**src/rtl/mem_fetch_ctrl_if.sv**
```systemverilog
// Bus bundle for mem_fetch_ctrl: control, memory read port and FIFO push port.
// master is the fetch engine side; slave is the surrounding system side.
interface mem_fetch_ctrl_if #(
  parameter int unsigned DATA_W = 32,
  parameter int unsigned ADDR_W = 10,
  parameter int unsigned LEN_W  = 16
) ();
  logic              start;
  logic [ADDR_W-1:0] base_addr;
  logic [LEN_W-1:0]  length;
  logic              busy;
  logic              done;
  logic              mem_rd_en;
  logic [ADDR_W-1:0] mem_addr;
  logic [DATA_W-1:0] mem_rd_data;
  logic              fifo_push;
  logic [DATA_W-1:0] fifo_data;
  logic              fifo_full;

  modport master (
    input  start, base_addr, length, mem_rd_data, fifo_full,
    output busy, done, mem_rd_en, mem_addr, fifo_push, fifo_data
  );

  modport slave (
    output start, base_addr, length, mem_rd_data, fifo_full,
    input  busy, done, mem_rd_en, mem_addr, fifo_push, fifo_data
  );
endinterface

```
**src/rtl/mem_fetch_ctrl.sv**
```systemverilog
// Read-side DMA engine: streams LENGTH sequential memory words into the sample FIFO
// through a 2-entry skid buffer, throttling reads so the buffer can never overflow.
module mem_fetch_ctrl #(
  parameter int unsigned DATA_W = 32,
  parameter int unsigned ADDR_W = 10,
  parameter int unsigned LEN_W  = 16
) (
  input  logic             clk,
  input  logic             rst_n,
  mem_fetch_ctrl_if.master bus
);

  typedef enum logic [1:0] {StIdle, StFetch, StDrain, StDone} state_e;

  state_e            state_q, state_d;
  logic [ADDR_W-1:0] addr_q, addr_d;
  logic [LEN_W-1:0]  remaining_q, remaining_d;
  logic              inflight_q, inflight_d;
  logic [1:0]        skid_cnt_q, skid_cnt_d;
  logic [DATA_W-1:0] skid0_q, skid0_d;
  logic [DATA_W-1:0] skid1_q, skid1_d;

  logic              rd_en;
  logic              push;
  logic [2:0]        occupancy;

  // Occupancy the skid buffer will have once the in-flight word lands and this
  // cycle's pop retires; a new read is only safe while that stays below 2.
  always_comb begin
    push      = (skid_cnt_q != 2'd0) && !bus.fifo_full;
    occupancy = {1'b0, skid_cnt_q} + {2'b00, inflight_q} - {2'b00, push};
    rd_en     = (state_q == StFetch) && (remaining_q != '0) && (occupancy < 3'd2);
  end

  // Skid buffer: skid0 is always the head; a pop shifts skid1 forward.
  always_comb begin
    skid0_d    = skid0_q;
    skid1_d    = skid1_q;
    skid_cnt_d = skid_cnt_q;
    unique case ({inflight_q, push})
      2'b01: begin
        skid0_d    = skid1_q;
        skid_cnt_d = skid_cnt_q - 2'd1;
      end
      2'b10: begin
        if (skid_cnt_q == 2'd0) begin
          skid0_d = bus.mem_rd_data;
        end else begin
          skid1_d = bus.mem_rd_data;
        end
        skid_cnt_d = skid_cnt_q + 2'd1;
      end
      2'b11: begin
        if (skid_cnt_q == 2'd1) begin
          skid0_d = bus.mem_rd_data;
        end else begin
          skid0_d = skid1_q;
          skid1_d = bus.mem_rd_data;
        end
      end
      default: ;
    endcase
  end

  always_comb begin
    state_d     = state_q;
    addr_d      = addr_q;
    remaining_d = remaining_q;
    inflight_d  = rd_en;
    unique case (state_q)
      StIdle: begin
        if (bus.start) begin
          addr_d      = bus.base_addr;
          remaining_d = bus.length;
          state_d     = (bus.length == '0) ? StDone : StFetch;
        end
      end
      StFetch: begin
        if (rd_en) begin
          addr_d      = addr_q + ADDR_W'(1);
          remaining_d = remaining_q - LEN_W'(1);
          if (remaining_q == LEN_W'(1)) begin
            state_d = StDrain;
          end
        end
      end
      // Leave on the cycle of the final pop so done follows the last push directly.
      StDrain: begin
        if (!inflight_q && (skid_cnt_d == 2'd0)) begin
          state_d = StDone;
        end
      end
      StDone: begin
        state_d = StIdle;
      end
      default: state_d = StIdle;
    endcase
  end

  always_ff @(posedge clk or negedge rst_n) begin
    if (!rst_n) begin
      state_q     <= StIdle;
      addr_q      <= '0;
      remaining_q <= '0;
      inflight_q  <= 1'b0;
      skid_cnt_q  <= 2'd0;
      skid0_q     <= '0;
      skid1_q     <= '0;
    end else begin
      state_q     <= state_d;
      addr_q      <= addr_d;
      remaining_q <= remaining_d;
      inflight_q  <= inflight_d;
      skid_cnt_q  <= skid_cnt_d;
      skid0_q     <= skid0_d;
      skid1_q     <= skid1_d;
    end
  end

  assign bus.busy      = (state_q != StIdle);
  assign bus.done      = (state_q == StDone);
  assign bus.mem_rd_en = rd_en;
  assign bus.mem_addr  = addr_q;
  assign bus.fifo_push = push;
  assign bus.fifo_data = skid0_q;

  a_skid_no_overflow: assert property (@(posedge clk) disable iff (!rst_n)
    (skid_cnt_q <= 2'd2) && !(inflight_q && !push && (skid_cnt_q == 2'd2)));

endmodule

```
**src/flat_wrapper.sv**
```systemverilog
// flat-port wrapper written by rule: the top's interface ports become plain ports
module mem_fetch_ctrl_flat 
#(
  parameter int unsigned DATA_W = 32,
  parameter int unsigned ADDR_W = 10,
  parameter int unsigned LEN_W  = 16
)
  (clk, rst_n, bus_start, bus_base_addr, bus_length, bus_mem_rd_data, bus_fifo_full, bus_busy, bus_done, bus_mem_rd_en, bus_mem_addr, bus_fifo_push, bus_fifo_data);
  mem_fetch_ctrl_if #(.DATA_W(DATA_W), .ADDR_W(ADDR_W), .LEN_W(LEN_W)) bus_i ();
  input  logic clk;
  input  logic rst_n;
  input wire logic [$bits(bus_i.start)-1:0] bus_start;
  input wire logic [$bits(bus_i.base_addr)-1:0] bus_base_addr;
  input wire logic [$bits(bus_i.length)-1:0] bus_length;
  input wire logic [$bits(bus_i.mem_rd_data)-1:0] bus_mem_rd_data;
  input wire logic [$bits(bus_i.fifo_full)-1:0] bus_fifo_full;
  output wire logic [$bits(bus_i.busy)-1:0] bus_busy;
  output wire logic [$bits(bus_i.done)-1:0] bus_done;
  output wire logic [$bits(bus_i.mem_rd_en)-1:0] bus_mem_rd_en;
  output wire logic [$bits(bus_i.mem_addr)-1:0] bus_mem_addr;
  output wire logic [$bits(bus_i.fifo_push)-1:0] bus_fifo_push;
  output wire logic [$bits(bus_i.fifo_data)-1:0] bus_fifo_data;
  assign bus_i.start = bus_start;
  assign bus_i.base_addr = bus_base_addr;
  assign bus_i.length = bus_length;
  assign bus_i.mem_rd_data = bus_mem_rd_data;
  assign bus_i.fifo_full = bus_fifo_full;
  assign bus_busy = bus_i.busy;
  assign bus_done = bus_i.done;
  assign bus_mem_rd_en = bus_i.mem_rd_en;
  assign bus_mem_addr = bus_i.mem_addr;
  assign bus_fifo_push = bus_i.fifo_push;
  assign bus_fifo_data = bus_i.fifo_data;
  mem_fetch_ctrl #(.DATA_W(DATA_W), .ADDR_W(ADDR_W), .LEN_W(LEN_W)) u_core (.clk(clk), .rst_n(rst_n), .bus(bus_i));
endmodule
```
**config.mk**
```make
export PLATFORM = sky130hd
export DESIGN_NAME = mem_fetch_ctrl_flat
export DESIGN_NICKNAME = d
export VERILOG_FILES = /design/src/rtl/mem_fetch_ctrl_if.sv /design/src/rtl/mem_fetch_ctrl.sv /design/src/flat_wrapper.sv
export SDC_FILE = /design/constraint.sdc
export NUM_CORES = 1
export LEC_CHECK = 0
export ABC_AREA = 1
export CAP_MARGIN = 5
export CELL_PAD_IN_SITES_DETAIL_PLACEMENT = 1
export CELL_PAD_IN_SITES_GLOBAL_PLACEMENT = 1
export CORE_UTILIZATION = 25
export CTS_BUF_LIST = sky130_fd_sc_hd__clkbuf_4 sky130_fd_sc_hd__clkbuf_8 sky130_fd_sc_hd__clkbuf_16
export CTS_CLUSTER_DIAMETER = 60
export DETAILED_ROUTE_END_ITERATION = 8
export GPL_TIMING_DRIVEN = 0
export PLACE_DENSITY = 0.67
export SYNTH_ARGS = -nofsm -noshare
export SYNTH_HDL_FRONTEND = slang
export SYNTH_SLANG_ARGS = --single-unit
```
**constraint.sdc**
```tcl
create_clock -name clk -period 6.9 [get_ports clk]
set_input_delay 1.38 -clock clk [delete_from_list [all_inputs] [get_ports clk]]
set_output_delay 1.38 -clock clk [all_outputs]
set_load 0.05 [all_outputs]
```
## Word level (Yosys, flattened, before mapping)

Cells that the tools add are included.

| word-level totals | value |
|---|---|
| logic and storage cells | 68 |
| bits of input ports | 62 |
| output and inout port bits | 46 |
| register bits after elaboration | 95 |

| cells by class | value |
|---|---|
| reductions and logical operators | 20 |
| mux-type cells | 19 |
| $add $sub $neg | 6 |
| magnitude comparators | 1 |
| eq/ne operators | 15 |

Operators by type and width:

| kind | number |
|---|---|
| two-way mux 32 bit | 4 |
| case mux 32 bit (3 select lines) | 1 |
| case mux 32 bit (2 select lines) | 1 |
| two-way mux 16 bit | 2 |
| case mux 16 bit (2 select lines) | 1 |
| two-way mux 10 bit | 2 |
| case mux 10 bit (2 select lines) | 1 |
| equality test 16 x 1 -> 1 bit, second input constant | 1 |
| zero test 16 bit | 1 |
| nonzero test 16 bit | 1 |
| subtractor 16 x 1 -> 16 bit, second input constant | 1 |
| adder 10 x 1 -> 10 bit, second input constant | 1 |
| two-way mux 2 bit | 5 |
| equality test 2 bit, second input constant | 4 |
| inequality test 2 bit, second input constant | 4 |
| case mux 2 bit (4 select lines) | 1 |
| nonzero test 2 bit | 4 |
| equality test 2 x 1 -> 1 bit, second input constant | 3 |
| zero test 2 bit | 3 |
| inequality test 2 x 1 -> 1 bit, second input constant | 3 |
| AND reduction 3 bit | 2 |
| logical AND 1 bit | 4 |
| case mux 2 bit (2 select lines) | 1 |
| AND reduction 4 bit | 1 |
| 8 further kinds | 9 |

## Logic depth before layout (Yosys ltp)

Gate-level depths: netlist (run 1).

| logic depth | value |
|---|---|
| word-level depth | 8 |
| mapped depth | 17 |
| gate-level depth less buffers | 16 |

## Least setup slack after synthesis (run 1)

OpenSTA, ideal clock, no wires.

| path | value |
|---|---|
| kind | input to output |
| start point | input bus_fifo_full |
| end point | output bus_mem_rd_en |
| data arrival time | 3804 ps |
| setup slack | 1716 ps |
| buffers on the path | 0 |
| data required time | 5520 ps |
| stages on the path | 9 |
| cell sequence | nor2_1 -> ha_1 -> inv_1 -> nand2_1 -> fa_1 -> nand2_1 -> nor3_2 -> nand2_2 -> inv_1 |

| on the way | value |
|---|---|
| word-level cells in the longest chain between the ends | 5 |

RTL lines:

| what | line | text |
|---|---|---|
| start: declaration | flat_wrapper.sv:16 | `input wire logic [$bits(bus_i.fifo_full)-1:0] bus_fifo_full;` |
| zero test 1 bit | mem_fetch_ctrl.sv:30 | `push = (skid_cnt_q != 2'd0) && !bus.fifo_full;` |
| logical AND 1 bit | mem_fetch_ctrl.sv:30 |  |
| subtractor 3 x 1 -> 3 bit | mem_fetch_ctrl.sv:31 | `occupancy = {1'b0, skid_cnt_q} + {2'b00, inflight_q} - {2'b00, push};` |
| less-than comparator 3 x 2 -> 1 bit | mem_fetch_ctrl.sv:32 | `rd_en = (state_q == StFetch) && (remaining_q != '0) && (occupancy < 3'd2);` |
| logical AND 1 bit | mem_fetch_ctrl.sv:32 |  |
| end: declaration | flat_wrapper.sv:19 | `output wire logic [$bits(bus_i.mem_rd_en)-1:0] bus_mem_rd_en;` |

Every way passes these cells.

## Worst setup path after layout (run 1)

Same ends and word-level chain as after synthesis.

==> flow_summary.json, run 1 <==
{
  "synth-edff-count": 0,
  "fmax_mhz": 177,
  "core-area_mm2": 0.0202,
  "ctsResizeCount": 0,
  "synth_area_per_cell_um2": 8.20,
  "maxSlewViolCount": 0,
  "rsz0062_at_grt": "no",
  "syn_area_mm2": 0.00516,
  "grt_overflow_total": 0,
  "numPortBuffers": 107,
  "grt_pass1_wl_um": 24500,
  "met1_usage_pct": 19.0,
  "final_nets": 825,
  "min_period_ns": 5.64,
  "clk_latency_ns": 0.35,
  "path_buf_inv": 4,
  "power_switching_mw": 1.62,
  "cts_max_level": 3,
  "setup_viol": 0,
  "syn-instance-count": 630,
  "grt_pass1_vias": 4735,
  "worst-path-max-fanout": 4,
  "seq_area_frac_synth_pct": 46.0,
  "die_x_um": 146,
  "p_leak_nw": 3.30,
  "busiest_layer": "met2",
  "switching_share_pct": 47.6,
  "cts_tree": "done",
  "crit_chain": "clkdlybuf4s50_1 -> nor2_1 -> ha_1 -> inv_1 -> nand2_1 -> fa_1 -> nand2_1 -> nor3_2 -> nand2_2 -> inv_1 -> clkdlybuf4s50_1",
  "drt_iter0_markers": 223,
  "worstSetupPathType": "in2out",
  "clockBufferDepth": 2,
  "final_common_cell": "nand2_1",
  "start_util_pct": 25.5,
  "numCtsBuffers": 9,
  "viasPerCell": 4.38,
  "antenna_found_initial": 0,
  "synth_cell_type_count": 39,
  "setup_tns_ns": 0,
  "dr_total_vias": 4481,
  "routabilityCongestion": 0.764,
  "dp_hpwl_um": 10700,
  "combPwrFrac_pct": 55.8,
  "grt_max_degree": 51,
  "worstPathRequired_ns": 5.52,
  "cpMaxStageDelayCell": "clkdlybuf4s50_1",
  "gr-usage-all-layers_pct": 14.5,
  "rows": 52,
  "worst_slew_pin_slew_ns": 0.646,
  "hp-class": "reg2reg",
  "first_pass_iters": 4,
  "area_delta_synth_final_pct": 33.2,
  "synth_ff_type": "dfrtp_1",
  "drt_wl_total_um": 14400,
  "drt-wirelength-per-cell_um": 14.1,
  "end_kind": "primary output",
  "final_util_pct": 34.0,
  "die-area_mm2": 0.0212,
  "ys_async_sr_fraction_pct": 100,
  "seqPwrFrac_pct": 29.9,
  "syn_nets": 706,
  "p_clk_share_pct": 14.3,
  "outcome": "complete, no violations",
  "antennaDiodeCount": 0,
  "peakVddDrop_uv": 175,
  "clock_skew_ns": 0.00665,
  "drc_errors": 0,
  "cts_hold_buf": 0,
  "p_per_area_mw_per_mm2": 496,
  "cts_sinks": 95,
  "met2_usage_pct": 24.1,
  "yosys_warnings": 0,
  "cts_setup_buffers": 0,
  "synth-seq-cells": 95,
  "cts-root-buf": "clkbuf_16",
  "cp_top_family": "buffers and inverters",
  "max-slew-margin-rel_pct": 56.9,
  "hold_violations": 0,
  "clk_pin_slew_ns": 0.07,
  "die_h_um": 146,
  "startpoint_type": "primary input",
  "fillCellCount": 2431,
  "crit_path_max_incr_delay_ns": 0.81,
  "power.internal_mw": 1.79,
  "cap_violations": 0,
  "postLayoutCellArea_mm2": 0.00688,
  "grt_use_met3_pct": 3.29,
  "fin_crit_sh_pct": 81.7,
  "ant_nets": 0,
  "placed_cell_area_mm2": 0.00660,
  "cp_data_arrival_time_ns": 4.26,
  "drive_gt1_share_pct": 9.96,
  "ios": 108,
  "layout.cells.most_common_list": "nand2_1, clkdlybuf4s50_1, inv_1"
}
-- Yosys cell counts (all sizes together) (2+ instances only) --
master / n / area (um^2)
nand2: 175 / 678
inv: 99 / 374
dfrtp: 95 / 2380
o21ai: 59 / 307
nor2: 41 / 169
o22ai: 33 / 206
mux2: 32 / 360
nand3: 22 / 110
ha: 13 / 163
buf: 12 / 87.6
clkbuf: 12 / 45.0
a21oi: 6 / 30.0
xor2: 5 / 43.8
mux2i: 4 / 40.0
nand4: 4 / 25.0
o21bai: 3 / 22.5
a21o: 2 / 15.0
nor3: 2 / 15.0
or2: 2 / 12.5
-- cell families after synthesis --
kind of cell	after synthesis	share of synthesized area, %
simple gates	249	19.9
buf+inv	123	9.81
compound gates	107	11.9
flops	95	46.0
mux	36	7.75
fa+ha+maj	14	3.54
xor+xnor	6	1.02
-- layout make-up --
cell class,count,area (um^2),share of cell area [%]
clock inverters,5,41.3,0.600
plain buffers,24,133,1.93
inverters,99,374,5.44
well taps,270,338,4.91
flip-flops and latches,95,2380,34.6
clock buffers,10,239,3.47
repair buffers,108,1100,15.9
multi-input cells,412,2280,33.2
-- path summary, 6_finish.rpt --
check	startpoint	end	slack, ns	cells after the start
max in group asynchronous	rst_n	u_core.bus.mem_addr[9]$_DFFE_PN0P_	5.16	2
hold / removal	u_core.skid1_q[15]$_DFFE_PN0P_	u_core.skid1_q[15]$_DFFE_PN0P_	0.49	2
setup / recovery	bus_fifo_full	bus_mem_rd_en	1.26	11
setup reg to reg	u_core.skid_cnt_q[1]$_DFF_PN0_	u_core.remaining_q[0]$_DFFE_PN0P_	3.92	16
min in group asynchronous	rst_n	u_core.bus.fifo_data[5]$_DFFE_PN0P_	1.05	1
hold reg to reg	u_core.skid1_q[15]$_DFFE_PN0P_	u_core.skid1_q[15]$_DFFE_PN0P_	0.49	2
-- flip-flops by register name, indices dropped and copies added, names as in the netlist --
signal                cells
u_core.skid1_q           32
u_core.skid_cnt_q         2
u_core.bus.mem_addr      10
u_core.state_q            2
u_core.remaining_q       16
u_core.bus.fifo_data     32
u_core.inflight_q         1
-- stage by stage --
stage / power [mW] / hold slack, ns / cells / worst slack [ns]
floorplan: 2.35 / 0.453 / 630 / 1.72
finish: 3.42 / 0.485 / 1023 / 1.26
global placement: 2.93 / 0.466 / 1007 / 0.532
CTS: 3.47 / 0.491 / 1023 / 1.23
detailed placement: 2.97 / 0.473 / 1008 / 1.26
global route: 3.71 / 0.509 / 1023 / 1.04
-- power by group through the flow --
stage	Clock [mW]	Sequential [mW]	Combinational (mW)
floorplan	0	1.36	0.991
global placement	0	1.03	1.90
detailed placement	0	1.03	1.93
CTS	0.506	1.02	1.94
global route	0.527	1.06	2.12
finish	0.488	1.02	1.91
-- tightest hold or removal path, stage by stage (launching register included) --
cell and delay, ns:
dfrtp_1 0.34, nand2_1 0.05, o21ai_0 0.06
-- per-layer routing --
metal  vias up  routed length, um
met4         0                177
met1      2117               6820
met3        13                641
met5         -                  0
li1       2251                  -
met2       100               6750
Power figures use the tool's default switching activity.
==> run 2, diff against run 1 <==
- clock period: 6.9 -> 5.7 ns (I/O delays scaled with it)
==> results of run 2 <==
Same layout as run 1 (identical final DEF). Status: complete, no violations.
Main changes from that run: setup slack after placement 1.26 ns -> 0.535 ns; setup slack after layout 1.26 ns -> 0.540 ns; register-to-register setup slack 3.92 ns -> 2.72 ns; total power 3.42 mW -> 4.13 mW; worst IR drop on VDD 175 uV -> 212 uV
